`config.mk`:
```
export PLATFORM = sky130hd
export DESIGN_NAME = ena_qual_trigger
export DESIGN_NICKNAME = d
export VERILOG_FILES = /design/src/rtl/ena_qual_trigger.sv
export SDC_FILE = /design/constraint.sdc
export NUM_CORES = 1
export LEC_CHECK = 0
export ABC_AREA = 1
export CORE_MARGIN = 2
export CORE_UTILIZATION = 45
export DETAILED_ROUTE_END_ITERATION = 10
export PLACE_DENSITY_LB_ADDON = 0.2
export RECOVER_POWER = 25
export SLEW_MARGIN = 10
export SYNTH_ARGS = -nofsm -noshare
export SYNTH_HDL_FRONTEND = slang
export SYNTH_SLANG_ARGS = --single-unit
```
`constraint.sdc`:
```
create_clock -name clk -period 1.79 [get_ports clk]
set_clock_uncertainty 0.1 [all_clocks]
set_input_delay 0.358 -clock clk [delete_from_list [all_inputs] [get_ports clk]]
set_output_delay 0.358 -clock clk [all_outputs]
set_load 0.1 [all_outputs]
```
`src/rtl/ena_qual_trigger.sv`:
```
// rtl/ena_qual_trigger.sv - per-channel enable qualifier with level/pulse trigger and sticky status
//
// Each channel counts consecutive rising edges that sample its enable high.
// Once the run reaches the shared qualification length, the channel triggers:
// either as a level that follows qualification, or as a single-cycle pulse
// that re-arms only after the enable is seen low.
//
// Ports:
//   clk        rising-edge clock for all state
//   rst_n      asynchronous active-low reset
//   ena        [CH]    per-channel enable, sampled every edge
//   cfg_len    [LEN_W] required consecutive high samples (0 disables all channels)
//   cfg_pulse  output mode: 0 = level, 1 = single-cycle pulse
//   sts_clr    [CH]    write-1 clear of the sticky fired flags
//   trigger    [CH]    registered per-channel trigger
//   sts_fired  [CH]    registered sticky "has qualified since last clear" flags

module ena_qual_trigger #(
    parameter int CH    = 4,
    parameter int LEN_W = 4
) (
    input  logic             clk,
    input  logic             rst_n,
    input  logic [CH-1:0]    ena,
    input  logic [LEN_W-1:0] cfg_len,
    input  logic             cfg_pulse,
    input  logic [CH-1:0]    sts_clr,
    output logic [CH-1:0]    trigger,
    output logic [CH-1:0]    sts_fired
);

    localparam logic [LEN_W-1:0] CNT_MAX = '1;

    logic [LEN_W-1:0] cnt [CH];
    logic [CH-1:0]    armed;
    logic [CH-1:0]    qual;
    logic [CH-1:0]    trig_nxt;
    logic             len_nz;
    logic [LEN_W-1:0] len_m1;

    assign len_nz = (cfg_len != '0);
    // Only consulted when cfg_len is non-zero, so the subtraction never wraps
    // in a way that matters.
    assign len_m1 = cfg_len - LEN_W'(1);

    // Qualification compares the pre-increment count against cfg_len-1, so
    // a channel fires on the cfg_len-th consecutive high sample. The armed
    // bit is honoured only in pulse mode, but it is maintained in both modes
    // so switching to pulse mode cannot produce a stale pulse.
    always_comb begin
        qual     = '0;
        trig_nxt = '0;
        for (int i = 0; i < CH; i++) begin
            qual[i]     = ena[i] && len_nz && (cnt[i] >= len_m1);
            trig_nxt[i] = cfg_pulse ? (qual[i] && armed[i]) : qual[i];
        end
    end

    always_ff @(posedge clk or negedge rst_n) begin
        if (!rst_n) begin
            for (int i = 0; i < CH; i++) begin
                cnt[i] <= '0;
            end
            armed     <= '1;
            trigger   <= '0;
            sts_fired <= '0;
        end else begin
            for (int i = 0; i < CH; i++) begin
                if (!ena[i]) begin
                    cnt[i] <= '0;
                end else if (cnt[i] != CNT_MAX) begin
                    cnt[i] <= cnt[i] + LEN_W'(1);
                end
            end
            // Re-arm on any low sample; disarm on the first qualifying edge.
            armed     <= ~ena | (armed & ~qual);
            trigger   <= trig_nxt;
            // A new fire takes priority over a simultaneous clear.
            sts_fired <= trig_nxt | (sts_fired & ~sts_clr);
        end
    end

endmodule
```
==> results of run 1 <==
## worst max-delay path, cell delays in order
cell,delay [ns]
dlygate4sd2_1,0.23
inv_2,0.05
ha_4,0.17
xnor2_4,0.26
ha_1,0.29
nand2_1,0.08
nand3_2,0.07
nand3b_1,0.12
nand2_1,0.06
## stage by stage
step                      hold WS (ns)  instances  power (mW)  util (%)  cell area, µm²
after floorplan                -0.0376        209        1.02         -            1680
after global placement           0.350        286        1.20      57.6            2090
after detailed placement         0.355        286        1.21      57.6            2090
after CTS                        0.367        289        1.56      59.7            2170
after global routing             0.373        289        1.66      60.4            2200
final                            0.365        289        1.55      60.4            2200
## sequential cells by signal (all words and copies together) (netlist names)
name	flops
trigger	4
sts_fired	4
cnt	16
armed	4
## routing by layer
metal,GRT usage (%),routed length [µm],vias to the layer above
met4,3.91,16,0
met2,28.1,1480,27
met1,24.5,1620,622
met5,0,0,-
li1,-,-,732
met3,2.40,109,2
## synth_stat cells (all sizes together)
cell,number,area share [%]
a211oi,4,1.8
a21oi,4,1.2
dfrtp,24,36
dfstp,4,6.3
ha,17,13
inv,48,11
nand2,47,11
nand3,30,10
nand3b,4,1.8
nor2,9,2.5
nor3,4,1.2
nor3b,1,0.74
o21ai,12,3.6
xnor2,1,0.52
## what timing repair did
action,CTS,global route
buffers inserted,0,0
gates resized for setup,7,4
pin swaps,7,8
setup endpoints to repair,12,11
## where the power goes
| part | switching [mW] | total, mW | internal [mW] |
|---|---|---|---|
| Clock | 0.183 | 0.334 | 0.151 |
| Sequential | 0.0439 | 0.725 | 0.681 |
| Combinational | 0.289 | 0.487 | 0.197 |
## worst max path at each step
| stage | end | depth (start not counted) | slack, ns | start |
|---|---|---|---|---|
| after floorplan | sts_fired[0] | 8 | 0.04 | cfg_len[0] |
| after global placement | sts_fired[1] | 9 | -0.50 | cfg_len[0] |
| after detailed placement | sts_fired[1] | 9 | -0.56 | cfg_len[1] |
| after CTS | sts_fired[3] | 9 | 0.004 | cfg_len[0] |
| after global routing | sts_fired[1] | 9 | 0.1 | cfg_len[1] |
| final | sts_fired[1] | 9 | 0.16 | cfg_len[1] |
## kinds of logic after synthesis
logic type | Yosys count | share of synthesized area, %
AO/OA/AOI/OAI | 20 | 6.55
XOR/XNOR | 1 | 0.521
adder cells (fa/ha/maj) | 17 | 12.7
buffers and inverters | 48 | 10.7
flip-flops | 28 | 42.0
AND/OR/NAND/NOR | 95 | 27.6
## layout make-up
type / count / share of cell area (%)
clock buffer: 3 / 1.88
tap: 48 / 2.74
sequential: 28 / 32.1
timing repair buffer: 29 / 16.3
inverter: 48 / 8.21
multi-input combinational: 133 / 38.7
==> run metrics, run 1 <==
status completed; first-pass GRT wire length between 5 and 6 mm; Final HPWL DP 2.44 mm; Sequential Area 706 µm²; initial antenna violation count 0; Netlist cell types 18; Die H around 65 µm; Sinks on Clock Net 28; CTS tree built; CTS Hold Bufs 0; root buffer cell clkbuf_8; layout cells sized above 1 17.0%; max-slew violations 0; final WL 3.23 mm; # diodes 0; hold depth 2; clock slew at reported path FFs roughly 0.090 ns; Max-slew headroom 54.0%; Worst-Margin Slew 0.690 ns; post-route setup slack 0.164 ns; hold_sp armed[2]; Hold Vio Cnt, Final 0; Nets ~280; ANT nets after route 0; grt ovf 0; fmax approximately 620 MHz; maxcap violations 0; Initial Utilization between 40% and 50%; PortBufs 22; TritonRoute pass-1 iters 4; most frequent cells in the layout nand2_1 (44), inv_1 (43), nand3_1 (25); Setup violations, final 0; largest net degree at the start of global routing 29; total CTS buffers 3; Worst R2R Setup Slack 0.34 ns; CP Capture Type flip-flop; Post-Synthesis Net Count 241; Place WS -0.556 ns; Via Count 1383; Core Region 0.00363 mm²; Synth Register Bits 28; gr usage total 17.2%; Fillers 334; RSZ-0062 raised after global routing false; most common cell after layout, fill and taps aside nand2_1; Min-Delay Path Class flip-flop to flip-flop; Worst setup SP type input pin; die span in x around 65 µm; Post-Synthesis Cell Area 0.00168 mm²; Multi-input gate area 851 µm²; PD cells 704 mW/mm²; leak pwr about 1.2 nW; FF-to-FF End sts_fired[0]; Max FO, Critical Path 4; Hold Crit Endpoint armed[2]; Clock Latency Late Sink 0.27 ns; CP arrival 1.69 ns; RD Place Congestion 0.762; Reg2Reg Depth 10; Routed wire per std cell 11.2 µm; Period minus WS final around 1.6 ns; synthesized area per cell roughly 8.0 µm²; Top-Level Pins 23; Cell Rows 22; cell count after synthesis 209; Worst IR Drop VDD 0.322 mV; full die area 0.00424 mm²; post-DR vias/cell 4.79; H-tree Lvls 1; FF-to-FF Start cnt[12]; Fin Setup TNS 0 ns; CTS Buffer Depth 2; yosys warns 0; Worst Path Required about 1.9 ns; drt drc 0; Seq/Total Area, Yosys 42.0%; Final period util 90.8%; critical setup path kind input pin to flip-flop; Area Overhead vs Synth 30.7%; vias in the first global route 1311; drt initial violations between 40 and 50
No activity file was read; power rests on OpenSTA's default activity.
==> run 2: changes to the inputs <==
--- a/config.mk
+++ b/config.mk
@@ -6,11 +6,11 @@
 export NUM_CORES = 1
 export LEC_CHECK = 0
 export ABC_AREA = 1
-export CORE_MARGIN = 2
 export CORE_UTILIZATION = 45
 export DETAILED_ROUTE_END_ITERATION = 10
 export PLACE_DENSITY_LB_ADDON = 0.2
 export RECOVER_POWER = 25
+export SETUP_SLACK_MARGIN = 0.02
 export SLEW_MARGIN = 10
 export SYNTH_ARGS = -nofsm -noshare
 export SYNTH_HDL_FRONTEND = slang
==> run 2 against run 1 <==
  * Die area fell by 6.0%
  * Non-clock buffer count down 1
  * Sequential share of layout area grew 0.35 points
  * Cell count fell by 0.69%
  * Critical path depth unchanged
  * Largest cell class unchanged
  * Largest power group unchanged
==> run metrics, run 2 (synthesis gave the netlist of run 1 again) <==
status completed; Hold Vio Cnt, Final 0; Clock Latency Late Sink 0.27 ns; Top-Level Pins 23; Nets between 200 and 300; Post-DP Area 0.00208 mm²; vias in the first global route 1415; CTS Buffer Depth 2; post-DR vias/cell approximately 4.8; RD Place Congestion 0.830; Via Count 1367; clock slew at reported path FFs 0.09 ns; Worst setup SP type input pin; Initial Utilization 48.4%; PortBufs 22; layout cells sized above 1 16.2%; Min-Delay Path Class flip-flop to flip-flop; largest net degree at the start of global routing 29; grt ovf 0; Worst IR Drop VDD 0.366 mV; Cell Rows 21; fmax about 600 MHz; Final period util approximately nine tenths; final WL 3.24 mm; Worst Path Required between 1.5 and 2 ns; die span in x 63.1 µm; H-tree Lvls 1; PD cells roughly 730 mW/mm²; RSZ-0062 raised after global routing false; full die area 0.00398 mm²; root buffer cell clkbuf_8; ANT nets after route 0; drt drc 0; Worst-Margin Slew a little under 0.7 ns; max-slew violations 0; initial antenna violation count 0; most frequent cells in the layout inv_1 (44), nand2_1 (44), nand3_1 (24), dfrtp_1 (24), ha_1 (16); Max FO, Critical Path 4; total CTS buffers 3; Fin Setup TNS 0 ns; Routed wire per std cell 11.3 µm; critical setup path kind input pin to flip-flop; maxcap violations 0; Largest register FFs 16; Sinks on Clock Net 28; Die H approximately 63 µm; Max-slew headroom between 50 and 60%; Final HPWL DP 2.50 mm; CP arrival 1.71 ns; Area Overhead vs Synth 29.3%; Period minus WS final about 1.6 ns; first-pass GRT wire length 6.22 mm; Setup violations, final 0; CP Capture Type flip-flop; TritonRoute pass-1 iters 4; CTS tree built; leak pwr ~1.2 nW; # diodes 0; gr usage total 19.8%; postcts setup bufs 0; Final Instance Area 0.00217 mm²; Core Region around 0.0035 mm²; Largest Register cnt; drt initial violations 37
## run 2: final timing paths
path | from | end | slack [ns] | cells after the start
hold reg to reg | armed[2] | armed[2] | 0.36 | 2
setup reg to reg | cnt[0] | sts_fired[3] | 0.33 | 10
max in group asynchronous | rst_n | cnt[12] | 0.60 | 2
min in group asynchronous | rst_n | sts_fired[2] | 0.55 | 2
setup / recovery | cfg_len[1] | sts_fired[1] | 0.15 | 9
hold / removal | armed[2] | armed[2] | 0.36 | 2
## run 2: metal layers
metal / wire length [µm] / track usage (%) / vias to the layer above
met5: 0 / 0 / -
met4: 37 / 6.10 / 0
met3: 95 / 2.72 / 5
met2: 1420 / 31.7 / 22
met1: 1690 / 27.7 / 612
li1: - / - / 728
## run 2: per-stage QoR
step	worst slack, ns	util (%)	power, mW	hold slack, ns	std cells
global placement	-0.586	60.1	1.20	0.351	283
floorplan	0.0436	-	1.02	-0.0376	209
finish	0.155	62.6	1.59	0.364	287
CTS	0.0608	62.5	1.61	0.366	287
global route	0.0654	62.6	1.70	0.380	287
detailed placement	-0.603	60.1	1.21	0.351	283
## run 2: cell type report
type / count / area (µm²)
repair buffers: 28 / 343
multi-input cells: 133 / 831
flip-flops and latches: 28 / 706
clock buffers: 4 / 55.1
fillers: 327 / 1300
well taps: 46 / 57.6
inverters: 48 / 180
## run 2: worst max-delay path, stage by stage
cell           delay [ns]
dlygate4sd2_1        0.25
inv_1                0.09
ha_4                 0.18
xnor2_4              0.21
ha_1                 0.27
nand2_1              0.08
nand3_2              0.08
nand3b_1             0.11
nand2_1              0.06
## run 2: what timing repair did
action,in CTS,in global routing
pin swaps,3,0
cloned,0,0
gates resized for setup,7,2
setup endpoints to repair,12,11
hold buffers,0,0
## run 2: power breakdown
part	internal (mW)	switching (mW)	total, mW	leakage [nW]
clock	0.197	0.191	0.388	0.0288
sequential	0.681	0.0423	0.724	0.364
combinational	0.193	0.289	0.481	0.795
==> run 3: changes to the inputs <==
--- a/config.mk
+++ b/config.mk
@@ -11,6 +11,7 @@
 export PLACE_DENSITY_LB_ADDON = 0.2
 export RECOVER_POWER = 25
 export SETUP_SLACK_MARGIN = 0.02
+export SKIP_LAST_GASP = 1
 export SLEW_MARGIN = 10
 export SYNTH_ARGS = -nofsm -noshare
 export SYNTH_HDL_FRONTEND = slang
==> results of run 3 <==
The final DEF is identical to that of run 2; final timing and power are the same.
